**src/rtl/freq_conv_beep_mc_if.sv**
```systemverilog
// Bus bundle for the multi-channel period counter / tone generator.
// The master drives period, mode, enable and clear; the slave returns count, flags and tones.
interface freq_conv_beep_mc_if #(
  parameter int unsigned WIDTH = 32,
  parameter int unsigned CH    = 4
);
  logic [CH*WIDTH-1:0] cnt_acc;
  logic [CH-1:0]       mode;
  logic [CH-1:0]       cnt_going;
  logic [CH-1:0]       clr;
  logic [CH*WIDTH-1:0] cnt_now;
  logic [CH-1:0]       full_flag;
  logic [CH-1:0]       done;
  logic [CH-1:0]       beep_out;
  logic                beep_mix;

  modport master (
    output cnt_acc, mode, cnt_going, clr,
    input  cnt_now, full_flag, done, beep_out, beep_mix
  );

  modport slave (
    input  cnt_acc, mode, cnt_going, clr,
    output cnt_now, full_flag, done, beep_out, beep_mix
  );
endinterface

```
**src/rtl/freq_conv_beep_mc.sv**
```systemverilog
// Multi-channel programmable-period counter with per-channel square-wave tone.
// Each channel runs an independent IDLE/RUN/PAUSE/DONE FSM; only beep_mix is shared.
module freq_conv_beep_mc #(
  parameter int unsigned WIDTH = 32,
  parameter int unsigned CH    = 4
) (
  input  logic                 clk,
  input  logic                 rst,
  freq_conv_beep_mc_if.slave   bus
);

  typedef enum logic [1:0] {IDLE, RUN, PAUSE, DONE} state_t;

  logic [CH-1:0] beep_vec;
  logic          mix_r;

  for (genvar i = 0; i < CH; i++) begin : g_ch
    state_t           state, state_nx;
    logic [WIDTH-1:0] acc_r, acc_nx, cnt_r, cnt_nx, acc_in;
    logic             mode_r, mode_nx, full_r, full_nx, done_r, done_nx, beep_r, beep_nx;
    logic             mode_in, going, clr_in, terminal;

    assign acc_in   = bus.cnt_acc[i*WIDTH +: WIDTH];
    assign mode_in  = bus.mode[i];
    assign going    = bus.cnt_going[i];
    assign clr_in   = bus.clr[i];
    assign terminal = (cnt_r == acc_r - WIDTH'(1));

    // State and datapath registers
    always_ff @(posedge clk or posedge rst) begin
      if (rst) begin
        state  <= IDLE;
        acc_r  <= '0;
        mode_r <= 1'b0;
        cnt_r  <= '0;
        full_r <= 1'b0;
        done_r <= 1'b0;
        beep_r <= 1'b0;
      end else begin
        state  <= state_nx;
        acc_r  <= acc_nx;
        mode_r <= mode_nx;
        cnt_r  <= cnt_nx;
        full_r <= full_nx;
        done_r <= done_nx;
        beep_r <= beep_nx;
      end
    end

    // Next state; clear overrides every other transition
    always_comb begin
      state_nx = state;
      if (clr_in) begin
        state_nx = IDLE;
      end else begin
        case (state)
          IDLE:  if (going && acc_in != '0) state_nx = RUN;
          RUN: begin
            if (!going)
              state_nx = PAUSE;
            else if (terminal)
              state_nx = (mode_r && acc_in != '0) ? RUN : DONE;
          end
          PAUSE: if (going) state_nx = RUN;
          DONE:  if (!going) state_nx = IDLE;
          default: state_nx = IDLE;
        endcase
      end
    end

    // Datapath next values; loop wrap reloads period and mode for glitch-free retune
    always_comb begin
      acc_nx  = acc_r;
      mode_nx = mode_r;
      cnt_nx  = cnt_r;
      full_nx = 1'b0;
      done_nx = done_r;
      beep_nx = beep_r;
      if (clr_in) begin
        cnt_nx  = '0;
        done_nx = 1'b0;
        beep_nx = 1'b0;
      end else begin
        case (state)
          IDLE: begin
            cnt_nx = '0;
            if (going && acc_in != '0) begin
              acc_nx  = acc_in;
              mode_nx = mode_in;
            end
          end
          RUN: begin
            if (going) begin
              if (terminal) begin
                full_nx = 1'b1;
                beep_nx = ~beep_r;
                if (mode_r) begin
                  cnt_nx  = '0;
                  acc_nx  = acc_in;
                  mode_nx = mode_in;
                  if (acc_in == '0) done_nx = 1'b1;
                end else begin
                  done_nx = 1'b1;
                end
              end else begin
                cnt_nx = cnt_r + WIDTH'(1);
              end
            end
          end
          DONE: begin
            if (!going) begin
              cnt_nx  = '0;
              done_nx = 1'b0;
            end
          end
          default: ;
        endcase
      end
    end

    assign bus.cnt_now[i*WIDTH +: WIDTH] = cnt_r;
    assign bus.full_flag[i]              = full_r;
    assign bus.done[i]                   = done_r;
    assign bus.beep_out[i]               = beep_r;
    assign beep_vec[i]                   = beep_r;
  end

  always_ff @(posedge clk or posedge rst) begin
    if (rst) mix_r <= 1'b0;
    else     mix_r <= |beep_vec;
  end

  assign bus.beep_mix = mix_r;

endmodule

```
**src/flat_wrapper.sv**
```systemverilog
// flat-port wrapper written by rule: the top's interface ports become plain ports
module freq_conv_beep_mc_flat 
#(
  parameter int unsigned WIDTH = 32,
  parameter int unsigned CH    = 4
)
  (clk, rst, bus_cnt_acc, bus_mode, bus_cnt_going, bus_clr, bus_cnt_now, bus_full_flag, bus_done, bus_beep_out, bus_beep_mix);
  freq_conv_beep_mc_if #(.WIDTH(WIDTH), .CH(CH)) bus_i ();
  input  logic clk;
  input  logic rst;
  input wire logic [$bits(bus_i.cnt_acc)-1:0] bus_cnt_acc;
  input wire logic [$bits(bus_i.mode)-1:0] bus_mode;
  input wire logic [$bits(bus_i.cnt_going)-1:0] bus_cnt_going;
  input wire logic [$bits(bus_i.clr)-1:0] bus_clr;
  output wire logic [$bits(bus_i.cnt_now)-1:0] bus_cnt_now;
  output wire logic [$bits(bus_i.full_flag)-1:0] bus_full_flag;
  output wire logic [$bits(bus_i.done)-1:0] bus_done;
  output wire logic [$bits(bus_i.beep_out)-1:0] bus_beep_out;
  output wire logic [$bits(bus_i.beep_mix)-1:0] bus_beep_mix;
  assign bus_i.cnt_acc = bus_cnt_acc;
  assign bus_i.mode = bus_mode;
  assign bus_i.cnt_going = bus_cnt_going;
  assign bus_i.clr = bus_clr;
  assign bus_cnt_now = bus_i.cnt_now;
  assign bus_full_flag = bus_i.full_flag;
  assign bus_done = bus_i.done;
  assign bus_beep_out = bus_i.beep_out;
  assign bus_beep_mix = bus_i.beep_mix;
  freq_conv_beep_mc #(.WIDTH(WIDTH), .CH(CH)) u_core (.clk(clk), .rst(rst), .bus(bus_i));
endmodule
```
**config.mk**
```make
export PLATFORM = sky130hd
export DESIGN_NAME = freq_conv_beep_mc_flat
export DESIGN_NICKNAME = d
export VERILOG_FILES = /design/src/rtl/freq_conv_beep_mc_if.sv /design/src/rtl/freq_conv_beep_mc.sv /design/src/flat_wrapper.sv
export SDC_FILE = /design/constraint.sdc
export NUM_CORES = 1
export LEC_CHECK = 0
export ABC_AREA = 1
export CORE_UTILIZATION = 33
export CTS_BUF_LIST = sky130_fd_sc_hd__clkbuf_16
export DETAILED_ROUTE_END_ITERATION = 8
export MAX_ROUTING_LAYER = met4
export SYNTH_ARGS = -nofsm -noshare
export SYNTH_HDL_FRONTEND = slang
export SYNTH_SLANG_ARGS = --single-unit
```
**constraint.sdc**
```tcl
create_clock -name clk -period 12.3 [get_ports clk]
set_clock_uncertainty 0.15 [all_clocks]
set_input_delay 3.075 -clock clk [delete_from_list [all_inputs] [get_ports clk]]
set_output_delay 3.075 -clock clk [all_outputs]
set_load 0.03 [all_outputs]
```
==> reports/results.txt, run 1 <==
The number of cells on the worst reg-to-reg path is 15. The logs give 23,300 for the via count of the first global-routing pass and 23.3% for the clock group share of total power. The worst path setup slack after routing is 6.63 ns, and the post-cts repair resize count is 0.

For the overall via count from detail_route, the log shows 24,800. For the total global routing overflow, the log shows 0. After filler insertion, the fill cell instance count of the layout stands at 7,454. The number of port buffers is 282, and the post-synthesis async set-or-reset flop share is 100%. The worst path required time was 12.57 ns; the shortest clock period the worst path allows after layout was 5.67 ns.

From bottom edge to top edge, the die measures 269 um. Once the floorplan was initialized, standard cells occupied 33.5% of the core. After clock tree synthesis, the setup repair step added 0 buffers. The number of H-tree levels is 2.

Remaining routing DRC violations: 0. Dividing the final minimum period by the clock period gives 46.1%. In this run the critical register-to-register path is launched from u_core.g_ch[3].acc_r[0]. OpenSTA, run right after detailed placement, puts the worst setup slack at 6.09 ns. The total area inside the core boundary comes to 0.0703 mm2. The detailed router finished its first iteration with 2,054 violations.

Count of final hold-check violations: 0. For the pin with the worst max-slew slack, the measured transition is 1.10 ns. Cells fill 40.0% of the core in the end.

Along the worst hold path, the cell count comes to 2. Once layout is complete, the cells apart from fillers number 4,880. The worst setup path is of the input pin to flop kind. For the number of slew-limit violations in the final report, the log shows 0. The tree built by TritonCTS fans out to 281 sinks. The tools report the cell internal power dissipation as 0.00250 W.

STA classifies the critical path endpoint as a flop. The number of instances in the placed design was 4,806; the clock-pin slew on the worst setup and hold paths was 0.06 ns. The path class of the tightest hold or removal check is flop to flop. In this run, synthesis produced a sequential element count of 281. The power dissipated by switching net loads was 0.00236 W; the placer's final routability congestion estimate was 0.973.

TritonCTS built the clock tree. Compared with the post-synthesis result, the final layout area differs by 19.5%. The maximum clock path buffer count is 3, and the overall global routing resource usage is 24.2%.

The tools report the relative contribution of sequential cells to total power as 29.8%. The placed cell area was 0.0269 mm2. Detailed placement finished with a half-perimeter wire length of 65,900 um. For this run, the post-layout net count is 4,061. The initial antenna violation count came out at 3. The floorplan step set the die width to 269 um.

283 I/O pins were placed. The tools report the pin count of the biggest net entering global routing as 142. The clock reaches the later pin of the worst-skew pair after 0.58 ns. The Yosys step of the flow raised 0 warnings. Clock tree synthesis selected as its root buffer the cell sky130_fd_sc_hd__clkbuf_16. The logs give 121 uV for the largest vdd supply drop and 85,400 um for the final wirelength. For the row count, the log shows 97.

The total leakage power was 13.4 nW; the share of final-layout standard cells stronger than drive strength 1 was 4.04%. For this run, the detailed router's first-pass iteration total came to 6. STA classifies the critical path startpoint as an input pin. A synthesized cell averages 6.32 um2.

Of all nets on the critical path, the largest fanout is 64. The combinational group share of total power was 47.0%. Of the total power, the share spent switching nets is 48.5%. The source of the worst hold timing path was u_core.g_ch[1].acc_r[31]. Dividing the detail-routed wire length by the instance count gives 17.5 um. Max-cap violations in this run came to 0. The tools report the cell area after layout as 0.0281 mm2. The tools report the startpoint of the most critical setup path as bus_clr[0]. The register area share after synthesis was 29.9%. Measured against its own limit, the worst slew margin works out to 26.4%. The signal arrival time at the worst endpoint came out at 5.94 ns. Setup repair after global routing left no endpoint under its margin.

When the netlist entered floorplanning its net count stood at 3,880. In the routed layout, each cell is associated on average with a via count of 5.09. The run finished with clean final reports.

In this run, post-CTS hold repair placed 0 buffers. The number of clock buffers added by TritonCTS is 39. Number of enable flip-flop cells after synthesis: 0. The post-synthesis cell type count is 48. The die covers 0.0724 mm2. The total power per unit cell area was 173 mW/mm2. Setup violations remaining at the end of the flow were counted as 0. Static timing analysis puts the maximum clock frequency at 0.176 GHz. The dominant register cell in the synthesized netlist is sky130_fd_sc_hd__dfrtp_1.

The run gives 0.0235 mm2 as the post-synthesis cell area. The run gives 0 ns as the aggregate negative setup slack. In the synthesized netlist, the number of instances is 3,726.

The residual antenna-violating net count after detailed routing was 0; the first-pass GRT wire length was 134,000 um.
==> synth_stat cells (8+ instances only) <==
cell / number / area [um2]
sky130_fd_sc_hd__a21oi_1: 23 / 115
sky130_fd_sc_hd__buf_2: 25 / 125
sky130_fd_sc_hd__buf_4: 24 / 180
sky130_fd_sc_hd__buf_6: 18 / 203
sky130_fd_sc_hd__clkbuf_1: 86 / 323
sky130_fd_sc_hd__dfrtp_1: 281 / 7030
sky130_fd_sc_hd__ha_1: 12 / 150
sky130_fd_sc_hd__inv_1: 404 / 1520
sky130_fd_sc_hd__inv_2: 9 / 33.8
sky130_fd_sc_hd__nand2_1: 1173 / 4400
sky130_fd_sc_hd__nand2_2: 12 / 75.1
sky130_fd_sc_hd__nand3_1: 165 / 826
sky130_fd_sc_hd__nand3_2: 8 / 80.1
sky130_fd_sc_hd__nand3b_1: 31 / 233
sky130_fd_sc_hd__nand4_1: 327 / 2050
sky130_fd_sc_hd__nor2_1: 538 / 2020
sky130_fd_sc_hd__nor2_2: 22 / 138
sky130_fd_sc_hd__nor2_4: 8 / 90.1
sky130_fd_sc_hd__nor3_1: 54 / 270
sky130_fd_sc_hd__nor4_1: 39 / 244
sky130_fd_sc_hd__o21ai_0: 111 / 556
sky130_fd_sc_hd__o21ai_1: 59 / 295
sky130_fd_sc_hd__o21bai_1: 9 / 67.6
sky130_fd_sc_hd__xnor2_1: 78 / 683
sky130_fd_sc_hd__xor2_1: 158 / 1380
==> metrics by stage <==
stage               power (W)  hold slack (ns)
floorplan             0.00310            0.292
global route          0.00525            0.365
global placement      0.00369            0.324
finish                0.00486            0.341
CTS                   0.00487            0.349
detailed placement    0.00371            0.332
==> power groups by stage <==
stage / combinational (W) / sequential (W) / clock, W
after floorplan: 0.00175 / 0.00135 / 0
after global placement: 0.00224 / 0.00145 / 0
after detailed placement: 0.00226 / 0.00145 / 0
after CTS: 0.00227 / 0.00144 / 0.00116
after global routing: 0.00258 / 0.00147 / 0.00120
final: 0.00228 / 0.00145 / 0.00113
==> cells in the final DEF, fill, tap and decap left out, types with 3 or more instances in the layout <==
| cell | count |
|---|---|
| sky130_fd_sc_hd__nand2_1 | 1173 |
| sky130_fd_sc_hd__nor2_1 | 534 |
| sky130_fd_sc_hd__inv_1 | 408 |
| sky130_fd_sc_hd__nand4_1 | 327 |
| sky130_fd_sc_hd__clkdlybuf4s50_1 | 282 |
| sky130_fd_sc_hd__dfrtp_1 | 281 |
| sky130_fd_sc_hd__nand3_1 | 165 |
| sky130_fd_sc_hd__xor2_1 | 158 |
| sky130_fd_sc_hd__o21ai_0 | 111 |
| sky130_fd_sc_hd__xnor2_1 | 78 |
| sky130_fd_sc_hd__o21ai_1 | 59 |
| sky130_fd_sc_hd__nor3_1 | 53 |
| sky130_fd_sc_hd__nor4_1 | 39 |
| sky130_fd_sc_hd__clkbuf_16 | 39 |
| sky130_fd_sc_hd__nand3b_1 | 31 |
| sky130_fd_sc_hd__nor2_2 | 26 |
| sky130_fd_sc_hd__a21oi_1 | 23 |
| sky130_fd_sc_hd__buf_4 | 16 |
| sky130_fd_sc_hd__nand2_2 | 12 |
| sky130_fd_sc_hd__clkinv_1 | 12 |
| sky130_fd_sc_hd__ha_1 | 12 |
| sky130_fd_sc_hd__inv_2 | 11 |
| sky130_fd_sc_hd__o21bai_1 | 9 |
| sky130_fd_sc_hd__nand3_2 | 8 |
| sky130_fd_sc_hd__nor2_4 | 8 |
| sky130_fd_sc_hd__and2_1 | 5 |
| sky130_fd_sc_hd__nand3_4 | 5 |
| sky130_fd_sc_hd__clkinv_2 | 5 |
| sky130_fd_sc_hd__nand2_4 | 4 |
| sky130_fd_sc_hd__clkinv_4 | 4 |
| sky130_fd_sc_hd__and3_1 | 3 |
| sky130_fd_sc_hd__bufinv_16 | 3 |
| sky130_fd_sc_hd__clkinvlp_4 | 3 |
==> cells by family after synthesis <==
group	Yosys count	share of synthesized area (%)
compound gates	218	4.95
simple gates	2402	45.5
xor+xnor	236	8.78
fa+ha+maj	12	0.638
buf+inv	577	10.3
flops	281	29.9
==> worst max-delay path: stages <==
cell and delay, ns:
sky130_fd_sc_hd__clkdlybuf4s50_1 0.58, sky130_fd_sc_hd__clkinv_1 0.90, sky130_fd_sc_hd__nand2_1 0.45, sky130_fd_sc_hd__o21ai_0 0.15, sky130_fd_sc_hd__a21oi_1 0.19, sky130_fd_sc_hd__nand2_1 0.08
sky130_fd_sc_hd__buf_4 0.30, sky130_fd_sc_hd__nand2_1 0.11, sky130_fd_sc_hd__o21ai_0 0.08
==> area by class of cell <==
type	count	area, um2	share of cell area, %
clock inverter	33	289	1.03
inverter	418	1580	5.60
clock buffer	39	976	3.47
sequential	281	7030	25.0
timing repair buffer	299	2960	10.5
tap	940	1180	4.18
antenna	2	5.00	0.0178
multi-input combinational	2868	14100	50.2
==> routing by layer <==
| metal | up-vias | track usage (%) | part of all wire [%] |
|---|---|---|---|
| met5 | - | - | 0 |
| met4 | 0 | 5.67 | 2.3 |
| met3 | 124 | 3.75 | 6.8 |
| met2 | 797 | 38.2 | 45 |
| met1 | 11500 | 32.4 | 46 |
| li1 | 12400 | - | - |
==> state kept, by name (all words and copies together) (netlist names) <==
| name | count |
|---|---|
| u_core.g_ch.acc_r | 128 |
| u_core.g_ch.cnt_r | 128 |
| u_core.g_ch.state | 8 |
| u_core.g_ch.beep_r | 4 |
| u_core.g_ch.done_r | 4 |
| u_core.g_ch.full_r | 4 |
| u_core.g_ch.mode_r | 4 |
| u_core.bus.beep_mix | 1 |
==> path summary, 6_finish.rpt <==
check	to	slack (ns)
min in group asynchronous	u_core.g_ch[1].mode_r	2.82
max	u_core.g_ch[0].cnt_r[22]	6.63
min	u_core.g_ch[1].acc_r[31]	0.34
max in group asynchronous	u_core.g_ch[2].acc_r[27]	7.85
max reg2reg	u_core.g_ch[3].acc_r[1]	8.11
min reg2reg	u_core.g_ch[1].acc_r[31]	0.34
No activity file was read; power rests on OpenSTA's default activity.
==> run 2, diff against run 1 <==
==> constraint.sdc (replaced) <==
create_clock -name clk -period 5.2 [get_ports clk]
set_clock_uncertainty 0.15 [all_clocks]
set_input_delay 1.3 -clock clk [delete_from_list [all_inputs] [get_ports clk]]
set_output_delay 1.3 -clock clk [all_outputs]
set_load 0.03 [all_outputs]
==> reports/results.txt, run 2 (same netlist as run 1, synthesis figures left out) <==
Summing all multi-input logic gate instances after layout gives 0.0141 mm2. After floorplanning, the core was sized to cover 0.0703 mm2. Detailed routing inserted a total of 25,200 vias. The worst setup path is of the flop to flop kind. Registers are responsible for 29.7% of the overall power. In this run switching power makes up 48.5% of total power.

For this configuration, the core starts out at a cell density of 33.5%. Setup repair after global routing left no endpoint under its margin. The maximum fanout encountered on the critical timing path is 61. The tools report the overall global routing resource usage as 24.5%. Buffers placed on the I/O ports in this run total 282.

The startpoint identified for the worst hold timing path is u_core.g_ch[0].acc_r[1]. At the pin with the least slew margin, the transition time is 1.11 ns. The internal portion of the total power is 0.00593 W. For the power dissipated by switching net loads, the log shows 0.00559 W. Counting tap cells, the placed design contains a total of 4,819 instances.

No sink is reached through more buffers than the 3 on the longest clock path. Global routing finished with a remaining overflow of 0. Once layout is complete, the cells apart from fillers number 4,892.

Using the TritonRoute via totals, the vias-per-cell ratio works out to 5.14. The startpoint identified for the worst register-to-register timing path is u_core.g_ch[2].acc_r[0]. The core occupancy in the finished layout is 40.1%, and the latest clock arrival within the worst-skew pair is 0.57 ns. The max-capacitance violation count came out at 0.

Routability-driven placement finished with a final weighted congestion of 0.983. Signal arrival time at the worst endpoint: 4.03 ns. The die is 269 um wide. The wire-length estimate of the detail-placed layout is 67,000 um. The initial antenna violation count is 5. The tightest hold path in the finished design has a slack of 0.337 ns. The most common cell after layout, fill and taps aside was sky130_fd_sc_hd__nand2_1. Total power per unit cell area: 409 mW/mm2. The path class of the tightest hold or removal check is flop to flop. The per-cell routed wire length was 17.8 um; the clock group share of total power was 23.0%. From synthesis to final layout, the design area changed by 19.8%. The initialized floorplan defines 97 standard-cell rows. The tools report the via count of the first global-routing pass as 23,400.

The worst pin sits at a relative slew slack of 25.8%. Entering global routing, the biggest net connects 92 pins. Share of final-layout standard cells stronger than drive strength 1: 4.31%. Total leakage power: 13.4 nW. Post-cts repair resize count: 0. Leaving out fill and tap cells, the most frequent cells in the layout are sky130_fd_sc_hd__nand2_1, sky130_fd_sc_hd__nor2_1, sky130_fd_sc_hd__inv_1.

For this design, the CTS-stage hold fixing added 0 buffers. After the first detailed-routing iteration, the DRC count stood at 2,086. In this run the vertical extent of the chip is 269 um.

The logs give 135,000 um for the first-pass GRT wire length and 4,073 for the layout net count. In the routed design, unresolved DRC markers number 0. The run gives 47.4% as the combinational group share of total power. The startpoint of the most critical setup path is u_core.g_ch[2].acc_r[0].

The critical path capture point type was a flop. For flop-to-flop paths, the worst setup slack is 1.42 ns. Clock-pin slew was measured on the worst setup and hold paths at 0.06 ns. Adding up every negative setup slack in the final design gives 0 ns. The filler cell count in the final layout came out at 7,462. STA classifies the critical path startpoint as a flop. Timing would allow up to 0.264 GHz. The overall die area was 0.0724 mm2. The run gives 5.44 ns as the worst path required time. The tools report the final total power as 0.0115 W. The count of buffers added by post-CTS timing repair for setup is 0. Summing all flip-flop and latch instances after layout gives 0.00703 mm2. The largest registers in the layout are u_core.g_ch.acc_r (128), u_core.g_ch.cnt_r (128), u_core.g_ch.state (8). After detailed routing, the total wire length is 87,000 um. For this design the top-level I/O count stands at 283. The total clock buffers created by CTS was 38.

Setup violations remaining at the end of the flow were counted as 0. The number of slew-limit violations in the final report came out at 0. The flow ran to the end, and the final reports show no timing, DRC or antenna violations.

The count of nets left with antenna violations once routing finished came out at 0. In this run the number of H-tree levels came out at 2. The worst-case IR drop observed on VDD is 251 uV.

TritonCTS built the clock tree. After layout, the worst path uses 72.8% of the clock period. The tools report the count of final hold-check violations as 0.

The shortest clock period the worst path allows after layout was 3.78 ns. The tree is rooted in a sky130_fd_sc_hd__clkbuf_16. For this design, the sink count on the clock tree is 281. The first TritonRoute pass finished after 5 iterations.
[run 2: cell count changes in the layout (fill, tap and decap cells not counted)]
cell	before	now
sky130_fd_sc_hd__diode_2	2	5
sky130_fd_sc_hd__inv_8	1	0
sky130_fd_sc_hd__clkinv_2	5	9
sky130_fd_sc_hd__clkinv_16	1	0
sky130_fd_sc_hd__bufinv_16	3	4
sky130_fd_sc_hd__clkinvlp_4	3	2
sky130_fd_sc_hd__clkinv_4	4	1
sky130_fd_sc_hd__inv_1	408	406
sky130_fd_sc_hd__clkbuf_16	39	38
sky130_fd_sc_hd__buf_4	16	28
sky130_fd_sc_hd__buf_12	1	2
[run 2: cell type report]
type | count | area share (%)
Antenna cell | 5 | 0.0444
Sequential cell | 281 | 24.9
Timing Repair Buffer | 312 | 10.9
Multi-Input combinational cell | 2868 | 50.1
Tap cell | 940 | 4.17
Clock inverter | 30 | 0.923
Inverter | 418 | 5.58
Clock buffer | 38 | 3.37
[run 2: path summary, 6_finish.rpt]
check	cells after the start	endpoint
max	13	u_core.g_ch[2].cnt_r[5]
min	2	u_core.g_ch[0].acc_r[1]
max reg2reg	13	u_core.g_ch[2].cnt_r[5]
min reg2reg	2	u_core.g_ch[0].acc_r[1]
max in group asynchronous	3	u_core.g_ch[3].acc_r[5]
min in group asynchronous	2	u_core.g_ch[1].acc_r[28]
[run 2: through the flow]
stage / instance area [um2] / setup slack (ns)
4_1_cts: 28200 / 1.45
6_report: 28200 / 1.42
3_5_place_dp: 27000 / 1.13
2_1_floorplan: 23500 / 0.0287
3_3_place_gp: 27000 / 1.18
5_1_grt: 28200 / 1.04
[run 2: metal layers]
| layer | share of wire [%] | routed length [um] | global-route usage, % |
|---|---|---|---|
| met1 | 45 | 39300 | 32.9 |
| met2 | 45 | 39200 | 37.9 |
| met5 | 0 | 0 | - |
| met4 | 2.8 | 2410 | 7.62 |
| met3 | 6.9 | 6000 | 3.49 |
[run 2: critical path, cell delays in order, from the launching register on]
cell                      delay, ns
sky130_fd_sc_hd__dfrtp_1       0.40
sky130_fd_sc_hd__inv_1         0.08
sky130_fd_sc_hd__ha_1          0.20
sky130_fd_sc_hd__nand3_2       0.17
sky130_fd_sc_hd__nor2_4        0.26
sky130_fd_sc_hd__nand2_1       0.20
sky130_fd_sc_hd__nor2_2        0.16
sky130_fd_sc_hd__nand3_1       0.15
sky130_fd_sc_hd__nand2_1       0.15
sky130_fd_sc_hd__nand4_1       0.10
sky130_fd_sc_hd__nor2_1        0.24
sky130_fd_sc_hd__nand4_1       0.27
sky130_fd_sc_hd__nand2_2       0.82
sky130_fd_sc_hd__o21ai_0       0.24
[run 2: power by group through the flow]
stage / Clock [W] / Combinational [W] / Sequential (W)
2_1_floorplan: 0 / 0.00414 / 0.00319
3_3_place_gp: 0 / 0.00536 / 0.00344
3_5_place_dp: 0 / 0.00541 / 0.00342
4_1_cts: 0.00271 / 0.00542 / 0.00340
5_1_grt: 0.00279 / 0.00616 / 0.00349
6_report: 0.00264 / 0.00546 / 0.00342
